===== config.mk =====
export PLATFORM = sky130hd
export DESIGN_NAME = boot_strap_ctrl
export DESIGN_NICKNAME = d
export VERILOG_FILES = /design/src/rtl/boot_strap_pkg.sv /design/src/rtl/boot_strap_ctrl_sync.sv /design/src/rtl/boot_strap_ctrl.sv
export SDC_FILE = /design/constraint.sdc
export NUM_CORES = 1
export LEC_CHECK = 0
export BUFFER_PORTS_ARGS = -buffer_cell sky130_fd_sc_hd__buf_2
export CORE_MARGIN = 5
export CORE_UTILIZATION = 45
export CTS_CLUSTER_DIAMETER = 30
export DETAILED_ROUTE_END_ITERATION = 16
export GPL_TIMING_DRIVEN = 0
export PLACE_DENSITY = 0.69
export SETUP_SLACK_MARGIN = 0.02
export SLEW_MARGIN = 20
export SYNTH_ARGS = -nofsm -noshare
export SYNTH_HDL_FRONTEND = slang
export SYNTH_HIERARCHICAL = 1
export SYNTH_SLANG_ARGS = --single-unit

===== constraint.sdc =====
create_clock -name clk_i -period 2.15 [get_ports clk_i]
set_input_delay 0.3225 -clock clk_i [delete_from_list [all_inputs] [get_ports clk_i]]
set_output_delay 0.3225 -clock clk_i [all_outputs]
set_load 0.005 [all_outputs]

===== src/rtl/boot_strap_pkg.sv =====
// Shared types for the boot strap controller: boot mode encoding, FSM states
// and bit positions inside the 4-bit strap vector {clk_byp, debug, mode[1:0]}.
package boot_strap_pkg;

  typedef enum logic [1:0] {
    BOOT_ROM  = 2'b00,
    BOOT_SPI  = 2'b01,
    BOOT_UART = 2'b10,
    BOOT_JTAG = 2'b11
  } bootmode_e;

  typedef enum logic [2:0] {
    ST_SETTLE = 3'd0,
    ST_SAMPLE = 3'd1,
    ST_LOCKED = 3'd2,
    ST_BOOT   = 3'd3,
    ST_DONE   = 3'd4
  } state_e;

  localparam int STRAP_W       = 4;
  localparam int STRAP_MODE_LO = 0;
  localparam int STRAP_MODE_HI = 1;
  localparam int STRAP_DEBUG   = 2;
  localparam int STRAP_BYP     = 3;

endpackage


===== src/rtl/boot_strap_ctrl_sync.sv =====
// Two-stage synchronizer for asynchronous strap pads; flops clear on reset.
module strap_sync #(
  parameter int WIDTH = 4
) (
  input  logic             clk,
  input  logic             rst,
  input  logic [WIDTH-1:0] d,
  output logic [WIDTH-1:0] q
);

  logic [WIDTH-1:0] meta;

  always_ff @(posedge clk or posedge rst) begin
    if (rst) begin
      meta <= '0;
      q    <= '0;
    end else begin
      meta <= d;
      q    <= meta;
    end
  end

endmodule


===== src/rtl/boot_strap_ctrl.sv =====
// Boot strap sampler: settle, debounce and latch the strap pads, then issue one boot request.
// Defining BOOT_STRAP_SW_OVERRIDE_EN adds ovr_we_i/ovr_data_i to rewrite the latched straps.
module boot_strap_ctrl
  import boot_strap_pkg::*;
#(
  parameter int SETTLE_CYCLES  = 16,
  parameter int STABLE_CYCLES  = 8,
  parameter int TIMEOUT_CYCLES = 256
) (
  input  logic         clk_i,
  input  logic         rst_i,
  input  logic [1:0]   boot_mode_pad_i,
  input  logic         debug_en_pad_i,
  input  logic         clk_byp_en_pad_i,
`ifdef BOOT_STRAP_SW_OVERRIDE_EN
  input  logic         ovr_we_i,
  input  logic [3:0]   ovr_data_i,
`endif
  output logic         pad_ie_o,
  output bootmode_e    boot_mode_o,
  output logic         debug_en_o,
  output logic         clk_byp_en_o,
  output logic         strap_valid_o,
  output logic         strap_err_o,
  output logic         boot_req_o,
  input  logic         boot_ack_i
);

  localparam int SETTLE_W = $clog2(SETTLE_CYCLES + 1);
  localparam int STABLE_W = $clog2(STABLE_CYCLES + 1);
  localparam int SAMPLE_W = $clog2(TIMEOUT_CYCLES + 1);

  state_e               state_q, state_d;
  logic [SETTLE_W-1:0]  settle_q, settle_d;
  logic [STABLE_W-1:0]  stable_q, stable_d;
  logic [SAMPLE_W-1:0]  sample_q, sample_d;
  logic [STRAP_W-1:0]   sync_vec, prev_q;
  logic [STRAP_W-1:0]   latch_q, latch_d;
  logic                 err_q, err_d;
  logic                 match, stable_done, timed_out;

  strap_sync #(.WIDTH(STRAP_W)) u_sync (
    .clk (clk_i),
    .rst (rst_i),
    .d   ({clk_byp_en_pad_i, debug_en_pad_i, boot_mode_pad_i}),
    .q   (sync_vec)
  );

  always_ff @(posedge clk_i or posedge rst_i) begin
    if (rst_i) begin
      state_q  <= ST_SETTLE;
      settle_q <= '0;
      stable_q <= '0;
      sample_q <= '0;
      prev_q   <= '0;
      latch_q  <= '0;
      err_q    <= 1'b0;
    end else begin
      state_q  <= state_d;
      settle_q <= settle_d;
      stable_q <= stable_d;
      sample_q <= sample_d;
      prev_q   <= sync_vec;
      latch_q  <= latch_d;
      err_q    <= err_d;
    end
  end

  // The first SAMPLE cycle has no in-window predecessor, so it only seeds the comparison.
  assign match       = (sample_q != '0) && (sync_vec == prev_q);
  assign stable_done = match && (stable_q == STABLE_W'(STABLE_CYCLES - 1));
  assign timed_out   = (sample_q == SAMPLE_W'(TIMEOUT_CYCLES - 1));

  always_comb begin
    state_d  = state_q;
    settle_d = settle_q;
    stable_d = stable_q;
    sample_d = sample_q;
    latch_d  = latch_q;
    err_d    = err_q;

    case (state_q)
      ST_SETTLE: begin
        if (settle_q != SETTLE_W'(SETTLE_CYCLES)) settle_d = settle_q + 1'b1;
        if (settle_q == SETTLE_W'(SETTLE_CYCLES - 1)) state_d = ST_SAMPLE;
      end
      ST_SAMPLE: begin
        if (sample_q != SAMPLE_W'(TIMEOUT_CYCLES)) sample_d = sample_q + 1'b1;
        if (match) begin
          if (stable_q != STABLE_W'(STABLE_CYCLES)) stable_d = stable_q + 1'b1;
        end else begin
          stable_d = '0;
        end
        if (stable_done || timed_out) begin
          latch_d = sync_vec;
          err_d   = !stable_done;
          state_d = ST_LOCKED;
        end
      end
      ST_LOCKED: state_d = ST_BOOT;
      ST_BOOT:   if (boot_ack_i) state_d = ST_DONE;
      ST_DONE:   state_d = ST_DONE;
      default:   state_d = ST_SETTLE;
    endcase

`ifdef BOOT_STRAP_SW_OVERRIDE_EN
    if (ovr_we_i && (state_q == ST_LOCKED || state_q == ST_BOOT)) begin
      latch_d = ovr_data_i;
      err_d   = 1'b0;
    end
`endif
  end

  assign pad_ie_o      = (state_q == ST_SETTLE) || (state_q == ST_SAMPLE);
  assign strap_valid_o = (state_q == ST_LOCKED) || (state_q == ST_BOOT) || (state_q == ST_DONE);
  assign boot_req_o    = (state_q == ST_BOOT);
  assign boot_mode_o   = bootmode_e'(latch_q[STRAP_MODE_HI:STRAP_MODE_LO]);
  assign debug_en_o    = latch_q[STRAP_DEBUG];
  assign clk_byp_en_o  = latch_q[STRAP_BYP];
  assign strap_err_o   = err_q;

endmodule


==> results.md, run 1 <==
Floorplanning:
- The area of the core is 0.00372 mm².
- The width of the die is just over 70 µm.
- Once the floorplan was initialized, standard cells occupied approximately 47% of the core.
- The die covers 0.00521 mm².
- The row count is 22.
- The number of top-level pins is 15.
- The die is between 70 and 80 µm tall.

STA:
- Adding up every negative setup slack in the final design gives 0 ns.
- The number of hold violations in the final report is 0.
- In this run the tightest slew margin relative to its limit is between 50% and 60%.
- At the pin with the least slew margin, the transition time is between 0.6 and 0.7 ns.
- The worst path needs 2.00 ns of the cycle, external delays included.
- Setup repair after global routing left no endpoint under its margin.
- The worst-case clock skew is 0.00935 ns.
- Timing would allow up to around 0.5 GHz.
- The max-slew violation count came to 0.
- The worst hold margin is 0.128 ns.
- The final clock period utilization by the worst path is 93.2%.
- Setup violations remaining at the end of the flow were counted as 0.

Setup path:
- STA puts the critical path data arrival time at 2.18 ns.
- Along the worst path, the maximum fanout reaches 5.
- By startpoint and endpoint, the worst setup path is classified as reg -> reg.
- The dominant delay contributor by cell family on the critical path is simple AND/OR/NAND/NOR gates.
- The setup slack on the worst flop-to-flop path is ~0.15 ns.
- The kind of capture point of the worst setup path is a flip-flop.
- In this run the critical register-to-register path is captured at latch_q[1].
- The number of buffer and inverter stages on the critical path is 0.
- The critical path crosses 7 cells after its start point.
- The stage delay of the slowest cell on the critical path is between 0.4 and 0.5 ns.
- In this run the critical register-to-register path is launched from sample_q[2].
- The slowest library cell on the worst path is dfrtp_1.
- For the worst setup path, the data required time is roughly 2.3 ns.
- The worst reg-to-reg path cell count is 7.
- The worst setup path is launched from a flip-flop.
- The critical path goes through and3_1, nand3_1, nor2_1, ha_1, and2_1, a41oi_4, mux2_2.

Power and ir drop:
- Dividing total power by cell area gives a power density of roughly 700 mW/mm².
- Sequential cells account for 53.2% of the total power.
- IR analysis of the VDD net gives a maximum drop of between 0.3 and 0.4 mV.
- For this design the static power due to leakage is around 0.00096 µW.
- The total chip power is 1380 µW.
- The switching share of total power is 21.4%.
- The share of total power dissipated in combinational logic is under 10%.
- In this run the power spent charging and discharging nets is 296 µW.
- The clock power share is between 40% and 50%.
- The design internal power is 1080 µW.

Synth:
- The gate count of the mapped netlist is 146.
- The synthesized netlist occupies a cell area of 0.00174 mm².
- The number of enable-type register cells in the synthesized netlist is 0.
- In the synthesized netlist the dominant register cell turns out to be dfrtp_1.
- By area the synthesized netlist is led by dfrtp_1 55%, ha_1 5.8%, xnor2_1 4.5%.
- The post-synthesis cell type with the largest combined area is dfrtp_1.
- In this run, synthesis produced a sequential element count of 38.
- The sequential share of the synthesized area is 54.7%.
- Counting flops with an async set or reset pin after synthesis yields a share of 100%.
- Of the post-synthesis cell area, the dominant cell type holds 54.7%.
- A synthesized cell averages 11.9 µm².
- The number of nets in the synthesized netlist is 161.
- Yosys printed 6 warnings.
- After synthesis, the netlist uses 36 different library cells.

Layout:
- Summing all flip-flop and latch instances after layout gives 951 µm².
- Cells fill 53.8% of the core in the end.
- The post-route netlist has 21.9% of its cells at a drive strength greater than 1.
- The total inserted antenna cells is 0.
- The number of fillers in the final layout is 332.
- The area used by multi-input combinational logic is about 730 µm².
- After the last flow step, the layout net total stands at 183.
- The area growth from synthesis to layout is 15.0%.

Route:
- The met1 layer wirelength in the final routing is 1260 µm.
- The final routed DRC violation total is 0.
- After detailed routing, the met2 layer carries between 1500 and 2000 µm of wire.
- Signal routing reaches up to met4.
- The total routed wirelength is 3010 µm.
- The number of vias per cell after detailed routing is 5.41.
- After detailed routing, the met3 layer carries 165 µm of wire.
- Detailed routing inserted a total of 1,173 vias.
- For this block, the initial DRC count from the detailed router was 45.
- In the final routed layout, each cell accounts on average for 13.9 µm.
- The detail route stage leaves a number of antenna-violating nets equal to 0.
- For this run, the detailed router's first-pass iteration total came to 4.

Clocking:
- After clock tree synthesis, the clock-pin slew on the worst setup and hold paths is 0.08 ns.
- The clock sink total is 38.
- The number of clock buffers added by TritonCTS is 5.
- The clock tree synthesis step divided the H-tree into 2 levels.
- TritonCTS built the clock tree.
- The cell chosen for the clock root is clkbuf_8.
- The later-pin clock latency in the skew report is 0.29 ns.
- The number of setup buffers added after CTS is 0.
- The maximum clock insertion buffer count is 2.

Placement:
- The count of buffers added on input and output ports is 14.
- Detailed placement ended at an HPWL of 2180 µm.
- The congestion estimate from routability-driven global placement came to 0.758.

Status:
- The flow ran to the end, and the final reports show no timing, DRC or antenna violations.

Worst hold path:
- The worst hold path startpoint is boot_mode_pad_i[1].
- For hold timing, the worst endpoint is u_sync/meta[1].
- The class of the tightest hold or removal check is in -> reg.
- The worst hold path depth is 1.

GRT:
- The first global-routing pass estimated 5460 µm of wire.
- The via count of the first global-routing pass is 1,262.
- The total overflow left after global routing is 0.
- The overall global routing resource usage is between 10% and 20%.
- The number of antenna violations at the first check in global routing is 0.
- The largest net degree at the start of global routing is 31.

Run:
- The max-cap violation count is 0.
## state kept, by name, indices dropped and copies added (netlist names)
name and flops:
u_sync/q 4, u_sync/meta 4, prev_q 4, latch_q 4
sample_q 9, state_q 3, settle_q 5, strap_err_o 1
stable_q 4
## cells by family (layout without fill, tap and decap cells)
| family | count (synthesis) | count (layout) | share of synthesized area [%] |
|---|---|---|---|
| adders and majority gates | 8 | 8 | 5.76 |
| AOI/OAI and AO/OA | 20 | 20 | 9.42 |
| muxes | 5 | 5 | 3.17 |
| xor gates and xnor gates | 14 | 14 | 7.05 |
| DFF | 38 | 38 | 54.7 |
| and+or+nand+nor | 45 | 45 | 16.3 |
| buffers and inverters | 16 | 39 | 3.60 |
## worst reg2reg max path, delay by kind of cell, from the launching register on
kind / cells / cell delay [ns]
adder cells (fa/ha/maj): 1 / 0.21
AND/OR/NAND/NOR: 4 / 0.59
multiplexers: 1 / 0.37
flip-flops: 1 / 0.47
AO/OA/AOI/OAI: 1 / 0.25
## cells in the mapped netlist, drive strengths merged, types with 2 or more instances
master	n
dfrtp	38
inv	14
nand2	10
xnor2	9
ha	8
nor2	8
nand4	7
o21ai	6
xor2	5
mux2	4
a31oi	3
and3	3
nor3b	3
a21oi	2
a22oi	2
a41oi	2
buf	2
nand2b	2
nand3	2
nand3b	2
nor4	2
o22ai	2
## layer usage
layer / GRT usage (%) / vias to the layer above
li1: - / 554
met1: 16.1 / 579
met2: 21.7 / 33
met3: 4.85 / 7
met4: 7.93 / 0
met5: 0 / -
## power by group through the flow
stage	sequential (µW)	clock, µW	combinational (µW)
finish	734	606	41.0
global placement	747	0	38.6
floorplan	746	0	28.5
CTS	734	618	42.3
detailed placement	748	0	40.8
global route	736	656	47.8
## final cells by class
type	count	share of cell area, %
Multi-Input combinational cell	92	36.6
Clock inverter	3	2.25
Sequential cell	38	47.6
Tap cell	48	3.00
Inverter	14	2.63
Buffer	2	0.501
Timing Repair Buffer	15	4.01
Clock buffer	5	3.44
## through the flow
stage | cells | cell area (µm²) | setup WS [ns]
finish | 217 | 2000 | 0.146
global route | 217 | 2000 | 0.0177
CTS | 217 | 1990 | 0.0575
detailed placement | 208 | 1870 | 0.0684
global placement | 208 | 1870 | 0.147
floorplan | 146 | 1740 | 0.328
## timing repair
item,CTS,global route
resized for setup,0,1
setup endpoints to repair,0,4
hold endpoints to repair,8,0
hold buffers,1,0
## worst max-delay path by stage
stage | startpoint | end | slack, ns
3_5_place_dp | sample_q[0] | latch_q[1] | 0.07
3_3_place_gp | sample_q[0] | latch_q[0] | 0.15
2_1_floorplan | sample_q[0] | latch_q[0] | 0.33
5_1_grt | sample_q[0] | latch_q[1] | 0.02
4_1_cts | sample_q[0] | latch_q[1] | 0.06
6_report | sample_q[2] | latch_q[1] | 0.15
## cell usage in the layout, fill, tap and decap left out, types with 3 or more instances in the layout
cell type	netlist	final
and3_1	3	3
buf_2	2	16
clkbuf_8	0	5
dfrtp_1	38	38
ha_1	8	8
inv_1	14	13
mux2_2	4	4
nand2_1	9	9
nand4_1	7	7
nor2_1	8	8
o21ai_0	6	6
xnor2_1	9	9
xor2_1	5	5
Power figures use the tool's default switching activity.
==> run 2, diff against run 1 <==
--- a/config.mk
+++ b/config.mk
@@ -7,14 +7,15 @@
 export LEC_CHECK = 0
 export BUFFER_PORTS_ARGS = -buffer_cell sky130_fd_sc_hd__buf_2
 export CORE_MARGIN = 5
-export CORE_UTILIZATION = 45
+export CORE_UTILIZATION = 46
 export CTS_CLUSTER_DIAMETER = 30
 export DETAILED_ROUTE_END_ITERATION = 16
 export GPL_TIMING_DRIVEN = 0
-export PLACE_DENSITY = 0.69
+export PLACE_DENSITY = 0.7
 export SETUP_SLACK_MARGIN = 0.02
 export SLEW_MARGIN = 20
 export SYNTH_ARGS = -nofsm -noshare
 export SYNTH_HDL_FRONTEND = slang
 export SYNTH_HIERARCHICAL = 1
 export SYNTH_SLANG_ARGS = --single-unit
+export TNS_END_PERCENT = 20
==> run 2 against run 1 <==
  * Utilization up 0.60 points
  * Cell area shrank 0.38%
  * Final cell count down 0.46%
  * Sequential power barely moved
  * Clock power is 1% lower
  * Sequential cell count is the same
  * Combinational power is 1% lower
  * Non-clock buffer count did not move
  * Clock skew down 0.0059 ns
  * Die area shrank 1.9%
==> results.md, run 2 (synthesis results as in run 1) <==
Placement:
- The congestion estimate from routability-driven global placement came to 0.828.
- Buffers placed on the I/O ports in this run total 14.
- Summing all placed instances gives a cell area of 0.00187 mm².
- The HPWL after detailed placement is 2070 µm.

Setup path:
- The worst setup path is of the reg -> reg kind.
- The setup slack on the worst flop-to-flop path is 0.15 ns.
- The kind of start point of the critical path is a flip-flop.
- The maximum fanout along the worst path is 9.
- The required time of the critical path is 2.32 ns.
- At the worst endpoint, the arrival time is 2.17 ns.
- The kind of capture point of the worst setup path is a flip-flop.

Clocking:
- The tree is rooted in a clkbuf_8.
- The number of buffers created by CTS is 5.
- The clock-pin slew on the worst setup and hold paths is 0.07 ns.
- The clock sink total is 38.
- The later-pin clock latency in the skew report is 0.28 ns.
- The maximum clock insertion buffer count is 2.
- The H-tree was split into 2 levels.
- TritonCTS built the clock tree.

STA:
- At the pin with the least slew margin, the transition time is 0.619 ns.
- The number of hold violations in the final report is 0.
- The clock period could shrink to 2.00 ns.
- The max-slew violation count was 0.
- The worst hold margin is 0.144 ns.
- The worst-case clock skew is 0.00343 ns.
- Measured against its own limit, the worst slew margin works out to 58.7%.
- Setup repair after global routing left no endpoint under its margin.
- The final setup violation count is 0.
- Dividing the final minimum period by the clock period gives 93.0%.
- For the final routed database, the setup TNS stands at 0 ns.
- Static timing analysis puts the maximum clock frequency at around 0.5 GHz.

GRT:
- The largest net degree at the start of global routing is 31.
- Across every metal layer, demand over resource in global routing totals between 10% and 20%.
- The number of antenna violations at the first check in global routing is 0.
- The first global-routing pass estimated 5130 µm of wire.
- The via count of the first global-routing pass is 1,162.
- The residual overflow from global routing is 0.

Power and ir drop:
- The logic gate share of total power is 3.0%.
- The net switching power of the design is 264 µW.
- The largest voltage drop on the vdd net is ~0.34 mV.
- The switching share of total power is 19.2%.
- The total chip power is 1370 µW.
- The analysis attributes to cell leakage a power of 0.000966 µW.
- The share of power burned in registers is 53.4%.
- In this run, the clock network consumes 43.7% of the power.
- The design internal power is around 1100 µW.
- In this run the power density over the cells is 690 mW/mm².

Floorplanning:
- The area of the core is 0.00366 mm².
- The die boundary height is 71.5 µm.
- The floorplan has 22 rows.
- The initial utilization of the core area, before any placement, comes to ~48%.
- For this design the top-level I/O count stands at 15.
- In this run the horizontal extent of the chip is 71.5 µm.
- The area of the die is 0.00511 mm².

Layout:
- The area of all placed cells without fillers is around 0.0020 mm².
- The largest registers in the layout are sample_q: 9 flops, settle_q: 5 flops.
- The register with the most flip-flops in the layout has 9 of them.
- The repair_antennas step left the layout with diodes totalling 0.
- Compared with the post-synthesis result, the final layout area differs by 14.5%.
- Leaving out fill and tap cells, the most frequent cells in the layout are 38 x dfrtp_1, 16 x buf_2, 13 x inv_1.
- After the last flow step, the layout net total stands at 183.
- More flip-flops sit in one register than any other, and that register is sample_q.
- The share of final-layout standard cells stronger than drive strength 1 is 20.8%.
- The final cell utilization of the core is between 50% and 60%.
- The leading cell type in the layout, fill and taps excluded is dfrtp_1.

Route:
- The post-detailed-route count of antenna-violating nets is 0.
- The number of DRC violations after detailed-routing iteration 0 is 42.
- The total routed wirelength is around 2800 µm.
- The final routed DRC violation total is 0.
- The final route contains around 1,100 vias.
- The first detailed-routing pass ran for 4 iterations.
- The average detailed-routed wire length per instance is 13.0 µm.
- The number of vias per cell after detailed routing is 5.14.

Run:
- Across the run, the number of max-cap violations was 0.

Status:
- The run finished with clean final reports.

Worst hold path:
- The min-delay analysis places its worst path in the category in -> reg.
## run 2: cell count changes in the layout (fill, tap and decap cells not counted), sizes merged
cell and change:
clkbuf +1, clkinvlp -2
## run 2: worst max-delay path, stage by stage (launching register included)
cell	delay, ns
dfrtp_1	0.42
inv_1	0.11
ha_1	0.17
nor4b_1	0.29
nand2_2	0.20
a41oi_4	0.32
mux2_2	0.37
## run 2: area by class of cell
class                           count  area, µm²
Fill cell                         329       1670
Sequential cell                    38        951
Multi-Input combinational cell     92        726
Clock buffer                        6       82.6
Timing Repair Buffer               15       80.1
Tap cell                           48       60.1
Inverter                           14       52.6
Clock inverter                      1       30.0
Buffer                              2       10.0
## run 2: worst paths after layout
kind                                     from             end  cells after the start
hold / removal             boot_mode_pad_i[0]  u_sync/meta[0]                      1
min in group asynchronous               rst_i  u_sync/meta[1]                      3
setup / recovery                  sample_q[0]      latch_q[2]                      6
max in group asynchronous               rst_i     stable_q[3]                      3
hold reg to reg                u_sync/meta[3]     u_sync/q[3]                      0
setup reg to reg                  sample_q[0]      latch_q[2]                      6
## run 2: power groups by stage
stage	clock (µW)	sequential, µW	combinational (µW)
4_1_cts	621	734	42.7
3_5_place_dp	0	748	41.1
6_report	600	734	40.6
2_1_floorplan	0	746	28.5
3_3_place_gp	0	747	38.6
5_1_grt	651	735	47.8
## run 2: stage by stage
step                      cells  setup WS [ns]
final                       216          0.150
after global routing        216         0.0575
after CTS                   216          0.138
after detailed placement    208          0.155
after global placement      208          0.170
after floorplan             146          0.328
## run 2: timing repair
action                    CTS  global route
hold buffers                1             0
hold endpoints to repair    8             0
gates resized for setup     0             0
setup buffers               0             0
## run 2: layer usage
layer  up-vias  global-route usage, %  part of all wire, %
li1        552                      -                    -
met1       541                   15.4                   45
met2        14                   21.0                   50
met3         4                   4.77                  3.3
met4         0                   5.01                  1.4
met5         -                      0                    0
